===== config.mk =====
export PLATFORM = sky130hd
export DESIGN_NAME = mem_port_arbiter
export DESIGN_NICKNAME = d
export VERILOG_FILES = /design/src/rtl/mem_arb_pkg.sv /design/src/rtl/load_store_align.sv /design/src/rtl/mem_port_arbiter.sv
export SDC_FILE = /design/constraint.sdc
export NUM_CORES = 1
export LEC_CHECK = 0
export ABC_AREA = 1
export CAP_MARGIN = 5
export CORE_MARGIN = 3
export CORE_UTILIZATION = 38
export CTS_BUF_LIST = sky130_fd_sc_hd__clkbuf_4 sky130_fd_sc_hd__clkbuf_8
export DETAILED_ROUTE_END_ITERATION = 6
export GPL_ROUTABILITY_DRIVEN = 0
export PLACE_DENSITY = 0.71
export RECOVER_POWER = 100
export SETUP_SLACK_MARGIN = 0.1
export SLEW_MARGIN = 20
export SYNTH_ARGS = -nofsm -noshare
export SYNTH_HDL_FRONTEND = slang
export SYNTH_SLANG_ARGS = --single-unit

===== constraint.sdc =====
create_clock -name CLK -period 3.6 [get_ports CLK]
set_input_delay 0.54 -clock CLK [delete_from_list [all_inputs] [get_ports CLK]]
set_output_delay 0.54 -clock CLK [all_outputs]
set_load 0.02 [all_outputs]

===== src/rtl/mem_arb_pkg.sv =====
// rtl/mem_arb_pkg.sv - shared state encoding and load/store code constants for the memory port arbiter
package mem_arb_pkg;

    typedef enum logic [2:0] {
        ST_IDLE   = 3'd0,
        ST_ACC_I  = 3'd1,
        ST_ACC_D  = 3'd2,
        ST_DONE_I = 3'd3,
        ST_DONE_D = 3'd4
    } arb_state_t;

    localparam logic [2:0] F3_LB  = 3'b000;
    localparam logic [2:0] F3_LH  = 3'b001;
    localparam logic [2:0] F3_LW  = 3'b010;
    localparam logic [2:0] F3_LBU = 3'b100;
    localparam logic [2:0] F3_LHU = 3'b101;

    localparam logic [1:0] SZ_SB = 2'b00;
    localparam logic [1:0] SZ_SH = 2'b01;
    localparam logic [1:0] SZ_SW = 2'b10;

endpackage


===== src/rtl/load_store_align.sv =====
// rtl/load_store_align.sv - combinational store lane steering and load extraction/extension
module load_store_align
    import mem_arb_pkg::*;
(
    input  logic        is_load,
    input  logic [2:0]  ld_funct3,
    input  logic [1:0]  st_size,
    input  logic [1:0]  req_offset,
    input  logic [31:0] st_data,
    output logic [3:0]  st_byte_en,
    output logic [31:0] st_wdata,
    output logic        req_misalign,
    input  logic [2:0]  rd_funct3,
    input  logic [1:0]  rd_offset,
    input  logic [31:0] rd_word,
    output logic [31:0] rd_data
);

    logic [31:0] byte_shift;
    logic [31:0] half_shift;

    always_comb begin
        st_byte_en = 4'b1111;
        st_wdata   = st_data;
        case (st_size)
            SZ_SB: begin
                st_byte_en = 4'b0001 << req_offset;
                st_wdata   = {4{st_data[7:0]}};
            end
            SZ_SH: begin
                st_byte_en = 4'b0011 << {req_offset[1], 1'b0};
                st_wdata   = {2{st_data[15:0]}};
            end
            default: begin
                st_byte_en = 4'b1111;
                st_wdata   = st_data;
            end
        endcase
    end

    // Undefined load codes and store size 11 are full-word accesses, so they share word alignment rules.
    always_comb begin
        req_misalign = 1'b0;
        if (is_load) begin
            case (ld_funct3)
                F3_LB, F3_LBU: req_misalign = 1'b0;
                F3_LH, F3_LHU: req_misalign = req_offset[0];
                default:       req_misalign = (req_offset != 2'b00);
            endcase
        end else begin
            case (st_size)
                SZ_SB:   req_misalign = 1'b0;
                SZ_SH:   req_misalign = req_offset[0];
                default: req_misalign = (req_offset != 2'b00);
            endcase
        end
    end

    assign byte_shift = rd_word >> {rd_offset, 3'b000};
    assign half_shift = rd_word >> {rd_offset[1], 4'b0000};

    always_comb begin
        rd_data = rd_word;
        case (rd_funct3)
            F3_LB:   rd_data = {{24{byte_shift[7]}}, byte_shift[7:0]};
            F3_LBU:  rd_data = {24'b0, byte_shift[7:0]};
            F3_LH:   rd_data = {{16{half_shift[15]}}, half_shift[15:0]};
            F3_LHU:  rd_data = {16'b0, half_shift[15:0]};
            default: rd_data = rd_word;
        endcase
    end

endmodule


===== src/rtl/mem_port_arbiter.sv =====
// rtl/mem_port_arbiter.sv - shares one multi-cycle word memory port between instruction fetch and data access
module mem_port_arbiter
    import mem_arb_pkg::*;
#(
    parameter int STARVE_LIMIT = 4,
    parameter int ADDR_WIDTH   = 32
) (
    input  logic                  CLK,
    input  logic                  RESET_N,
    input  logic                  INSTR_READ,
    input  logic [ADDR_WIDTH-1:0] INSTR_ADDR,
    output logic [31:0]           INSTRUCTION,
    output logic                  INSTR_MEM_BUSYWAIT,
    input  logic [3:0]            DATA_MEM_READ,
    input  logic [2:0]            DATA_MEM_WRITE,
    input  logic [ADDR_WIDTH-1:0] DATA_MEM_ADDR,
    input  logic [31:0]           DATA_MEM_WRITE_DATA,
    output logic [31:0]           DATA_MEM_READ_DATA,
    output logic                  DATA_MEM_BUSYWAIT,
    output logic                  DATA_MISALIGN,
    output logic                  MEM_READ,
    output logic                  MEM_WRITE,
    output logic [ADDR_WIDTH-1:0] MEM_ADDR,
    output logic [3:0]            MEM_BYTE_EN,
    output logic [31:0]           MEM_WRITEDATA,
    input  logic [31:0]           MEM_READDATA,
    input  logic                  MEM_BUSYWAIT
);

    localparam int CW = (STARVE_LIMIT < 1) ? 1 : $clog2(STARVE_LIMIT + 1);
    localparam logic [CW-1:0] STARVE_MAX = CW'(STARVE_LIMIT);

    arb_state_t    state, state_next;
    logic [CW-1:0] starve;
    logic          grant_d, grant_i;
    logic          data_req, is_load;

    logic [2:0]    funct3_q;
    logic [1:0]    offset_q;
    logic          load_q, misalign_q;

    logic [3:0]    st_be;
    logic [31:0]   st_wdata, ld_data;
    logic          req_misalign;
    logic          unused_ok;

    assign unused_ok = &{1'b0, INSTR_ADDR[1:0]};

    // A load wins over a simultaneous store, so the store bits are ignored whenever the load bit is set.
    assign is_load  = DATA_MEM_READ[3];
    assign data_req = DATA_MEM_READ[3] || DATA_MEM_WRITE[2];

    assign INSTR_MEM_BUSYWAIT = INSTR_READ && (state != ST_DONE_I);
    assign DATA_MEM_BUSYWAIT  = data_req && (state != ST_DONE_D);

    load_store_align u_align (
        .is_load      (is_load),
        .ld_funct3    (DATA_MEM_READ[2:0]),
        .st_size      (DATA_MEM_WRITE[1:0]),
        .req_offset   (DATA_MEM_ADDR[1:0]),
        .st_data      (DATA_MEM_WRITE_DATA),
        .st_byte_en   (st_be),
        .st_wdata     (st_wdata),
        .req_misalign (req_misalign),
        .rd_funct3    (funct3_q),
        .rd_offset    (offset_q),
        .rd_word      (MEM_READDATA),
        .rd_data      (ld_data)
    );

    always_ff @(posedge CLK or negedge RESET_N) begin
        if (!RESET_N) state <= ST_IDLE;
        else          state <= state_next;
    end

    always_comb begin
        state_next = state;
        grant_d    = 1'b0;
        grant_i    = 1'b0;
        case (state)
            ST_IDLE: begin
                if (data_req && (!INSTR_READ || (starve < STARVE_MAX))) begin
                    grant_d    = 1'b1;
                    state_next = ST_ACC_D;
                end else if (INSTR_READ) begin
                    grant_i    = 1'b1;
                    state_next = ST_ACC_I;
                end
            end
            ST_ACC_I:  if (!MEM_BUSYWAIT) state_next = ST_DONE_I;
            ST_ACC_D:  if (!MEM_BUSYWAIT) state_next = ST_DONE_D;
            ST_DONE_I: state_next = ST_IDLE;
            ST_DONE_D: state_next = ST_IDLE;
            default:   state_next = ST_IDLE;
        endcase
    end

    always_ff @(posedge CLK or negedge RESET_N) begin
        if (!RESET_N) begin
            starve             <= '0;
            MEM_READ           <= 1'b0;
            MEM_WRITE          <= 1'b0;
            MEM_ADDR           <= '0;
            MEM_BYTE_EN        <= 4'b0;
            MEM_WRITEDATA      <= 32'b0;
            INSTRUCTION        <= 32'b0;
            DATA_MEM_READ_DATA <= 32'b0;
            DATA_MISALIGN      <= 1'b0;
            funct3_q           <= 3'b0;
            offset_q           <= 2'b0;
            load_q             <= 1'b0;
            misalign_q         <= 1'b0;
        end else begin
            DATA_MISALIGN <= (state == ST_ACC_D) && !MEM_BUSYWAIT && misalign_q;
            if (grant_d) begin
                MEM_READ      <= is_load;
                MEM_WRITE     <= !is_load;
                MEM_ADDR      <= {DATA_MEM_ADDR[ADDR_WIDTH-1:2], 2'b00};
                MEM_BYTE_EN   <= is_load ? 4'b0 : st_be;
                MEM_WRITEDATA <= is_load ? 32'b0 : st_wdata;
                funct3_q      <= DATA_MEM_READ[2:0];
                offset_q      <= DATA_MEM_ADDR[1:0];
                load_q        <= is_load;
                misalign_q    <= req_misalign;
                if (INSTR_READ) starve <= starve + 1'b1;
            end else if (grant_i) begin
                MEM_READ      <= 1'b1;
                MEM_WRITE     <= 1'b0;
                MEM_ADDR      <= {INSTR_ADDR[ADDR_WIDTH-1:2], 2'b00};
                MEM_BYTE_EN   <= 4'b0;
                MEM_WRITEDATA <= 32'b0;
                starve        <= '0;
            end
            // Completion captures even for withdrawn requests; the CPU simply never consumes that result.
            if (state == ST_ACC_I && !MEM_BUSYWAIT) begin
                INSTRUCTION <= MEM_READDATA;
                MEM_READ    <= 1'b0;
            end
            if (state == ST_ACC_D && !MEM_BUSYWAIT) begin
                if (load_q) DATA_MEM_READ_DATA <= ld_data;
                MEM_READ  <= 1'b0;
                MEM_WRITE <= 1'b0;
            end
        end
    end

endmodule


==> qor.json <==
{
  "run_status": {
    "outcome": "finished, violations left",
    "failed_checks": "max-capacitance violations, max-slew violations"
  },
  "synth": {
    "share_of_synthesized_flip_flops_with_an_asynchronous_set_or_reset_pct": 100,
    "synth_seq_area_share_pct": 51.3,
    "netlist_instances": 980,
    "synth.area.mux_share_pct": 0,
    "postSynthRegisterBits": 146,
    "synth-simple-area-share_pct": 33.1,
    "synth_cell_type_count": 29,
    "adder_cell_share_of_the_synthesized_area_pct": 0.176,
    "synthesis.yosys.warnings": 0,
    "synth_compound_area_share_pct": 7.15,
    "ys_dominant_reg_cell": "dfrtp_1",
    "syn_area_mm2": 0.00712,
    "synth_largest_area_cell": "dfrtp_1",
    "synth.top_cells.by_area": "dfrtp_1, nand2_1, inv_1",
    "synth_largest_type_area_fraction_pct": 51.3,
    "synthTopCellsByCount": "nand2_1, dfrtp_1, inv_1",
    "synth_top_family_by_area": "simple AND/OR/NAND/NOR gates",
    "number_of_enable_flip_flop_cells_after_synthesis": 0,
    "synth.avg_cell_area_um2": 7.27,
    "synth_xor_xnor_area_share_pct": 0.123,
    "yosysMostFrequentCell": "nand2_1"
  },
  "timing": {
    "finalSetupViolCount": 0,
    "finalClockSkew_ns": 0.0157,
    "max-slew-margin-rel_pct": -55.3,
    "post-route-min-period_ns": 2.82,
    "fin_max_slew_vios": 177,
    "timing.final.crit_share_pct": 78.4,
    "fmaxAchievable_ghz": 0.355,
    "finalHoldViolCount": 0,
    "rsz_0062_raised_after_global_routing": "no",
    "worst_margin_pin_slew_ns": 2.33,
    "totalNegativeSetupSlack_ns": 0
  },
  "finish": {
    "area_growth_pct": 46.5,
    "finalInstanceArea_mm2": 0.0104,
    "nets_finish": 1374,
    "finalCoreUtilization_pct": 57.3,
    "layout-drive-gt1-share_pct": 4.82
  },
  "flow_run": {
    "maxcap_viol_count": 3
  },
  "clocking": {
    "cts_resized": 0,
    "total_clock_sinks": 146,
    "clk_pin_slew_ns": 0.08,
    "clk-insertion-delay-late_ns": 0.45,
    "cts_hold_buf": 0,
    "cts_root_buf": "clkbuf_8",
    "num_cts_buffers": 17,
    "setup_repair_bufs_after_cts": 0,
    "tritoncts": "yes",
    "cts.path.max_buffers": 2,
    "htreeDepth": 4
  },
  "detailed_routing": {
    "wl_per_cell_um": 15.2,
    "drt_pre_antenna_iters": 5,
    "avgViaCountPerCell": 4.73,
    "drcViolationCount": 0,
    "first_iter_violations": 467,
    "finalWirelength_mm": 22.4,
    "postRouteAntennaNets": 0,
    "vias": 6985
  },
  "critical_path": {
    "worstSetupEndpointType": "register",
    "critPathArrivalTime_ns": 3.20,
    "timing.setup.critical_path_class": "in -> reg",
    "crit_chain": "dlygate4sd3_1 > nor2_1 > a21oi_1 > nand2_1 > inv_1 > nand2_1 > nand2_1 > nand2_1 > nand2_1",
    "cpMaxStageDelayCell": "inv_1",
    "startpoint_type": "primary input",
    "worstPathRequired_ns": 3.98,
    "crit_fanout": 35,
    "critPathMostFrequentCell": "nand2_1",
    "max_stage_delay_ns": 0.94
  },
  "global_route": {
    "grt_first_pass_wirelength_mm": 35.1,
    "grt_pass1_vias": 6758,
    "grtUsageTotal_pct": 22.0,
    "grt_antenna_before_repair": 3,
    "remaining_global_route_overflow": 0,
    "maximum_number_of_pins_on_one_net_before_global_route_repair": 89
  },
  "floorplan": {
    "rows": 49,
    "top_level_ports": 276,
    "floorplan.initialDensity_pct": 39.1,
    "die-area_mm2": 0.0204,
    "coreArea_mm2": 0.0182,
    "die_x_um": 143,
    "chipHeight_um": 143
  },
  "power_and_ir_drop": {
    "power.density_mw_per_mm2": 854,
    "leakage_nw": 5.61,
    "finalPower_mw": 8.90,
    "peak_supply_drop_v": 0.000364
  },
  "placed_design": {
    "dpl_cell_area_mm2": 0.0100,
    "buffer_ports.inserted": 271,
    "dpl.hpwl_mm": 16.5
  },
  "worst_hold_path": {
    "hp-class": "reg -> reg"
  }
}
[critical path: cells and delay by family]
family,cells,cell delay [ns]
compound gates,1,0.20
buf+inv,2,1.61
simple gates,6,0.82
[cell type report]
class	instances	area, um2
antenna	1	2.50
clock buffer	23	310
clock inverter	8	148
fill	1715	7780
inverter	93	349
multi-input combinational	695	2890
sequential	146	3650
tap	229	287
timing repair buffer	281	2790
[cell usage in the layout (no fill, tap or decap), types with 2 or more instances in the layout]
| cell type | synthesis | layout |
|---|---|---|
| inv_2 | 5 | 3 |
| o21a_1 | 3 | 3 |
| clkbuf_8 | 0 | 22 |
| clkbuf_2 | 0 | 2 |
| o211ai_1 | 10 | 10 |
| nand3_1 | 42 | 42 |
| or2_2 | 16 | 16 |
| clkbuf_1 | 23 | 3 |
| buf_4 | 4 | 4 |
| buf_12 | 0 | 2 |
| a21oi_1 | 18 | 19 |
| nor2_1 | 59 | 59 |
| clkdlybuf4s50_1 | 0 | 133 |
| nand2_1 | 475 | 476 |
| bufinv_16 | 0 | 4 |
| a21boi_0 | 2 | 2 |
| o21ai_0 | 49 | 57 |
| inv_1 | 87 | 89 |
| clkinv_2 | 0 | 2 |
| dlygate4sd3_1 | 0 | 137 |
| conb_1 | 1 | 2 |
| dfrtp_1 | 146 | 146 |
[registers in the layout, indices dropped and copies added, names as in the netlist]
| register | cells |
|---|---|
| DATA_MEM_READ_DATA | 32 |
| INSTRUCTION | 32 |
| MEM_WRITEDATA | 32 |
| MEM_ADDR | 30 |
| MEM_BYTE_EN | 4 |
| funct3_q | 3 |
| starve | 3 |
| state | 3 |
| offset_q | 2 |
| DATA_MISALIGN | 1 |
| MEM_READ | 1 |
| MEM_WRITE | 1 |
| load_q | 1 |
| misalign_q | 1 |
[layer usage]
layer / GRT usage [%] / share of wire (%) / vias up
met5: 0 / 0.072 / -
met4: 5.75 / 1.4 / 4
met3: 8.74 / 9.7 / 26
met2: 35.7 / 47 / 276
met1: 27.5 / 42 / 3175
li1: - / - / 3504
[power by group]
| group | total (mW) | internal, mW | switching, mW |
|---|---|---|---|
| registers | 2.88 | 2.41 | 0.470 |
| clock network | 1.49 | 0.854 | 0.631 |
| logic | 4.54 | 1.79 | 2.76 |
[final timing paths]
kind | start | end | slack, ns | cells past startpoint
setup reg to reg | state[2] | INSTRUCTION[20] | 1.04 | 6
max in group asynchronous | RESET_N | DATA_MEM_READ_DATA[1] | 1.01 | 2
min in group asynchronous | RESET_N | INSTRUCTION[22] | 0.74 | 1
hold reg to reg | MEM_WRITEDATA[2] | MEM_WRITEDATA[2] | 0.47 | 2
setup / recovery | DATA_MEM_READ[3] | MEM_ADDR[24] | 0.78 | 9
hold / removal | MEM_WRITEDATA[2] | MEM_WRITEDATA[2] | 0.47 | 2
[stage by stage]
stage | hold slack [ns] | instances | setup slack, ns
4_1_cts | 0.179 | 1475 | 0.916
6_report | 0.469 | 1476 | 0.779
3_3_place_gp | 0.454 | 1444 | 0.929
3_5_place_dp | 0.462 | 1444 | 0.939
5_1_grt | 0.485 | 1476 | 0.508
2_1_floorplan | 0.244 | 981 | 2.09
[cell families (layout without fill, tap and decap cells)]
kind of cell	count (synthesis)	in the layout
AND/OR/NAND/NOR	598	598
flip-flops	146	146
buffers and inverters	140	405
AO/OA/AOI/OAI	93	93
adder cells (fa/ha/maj)	1	1
other	1	3
XOR/XNOR	1	1
Note: power is estimated with default switching activity, not from simulation.
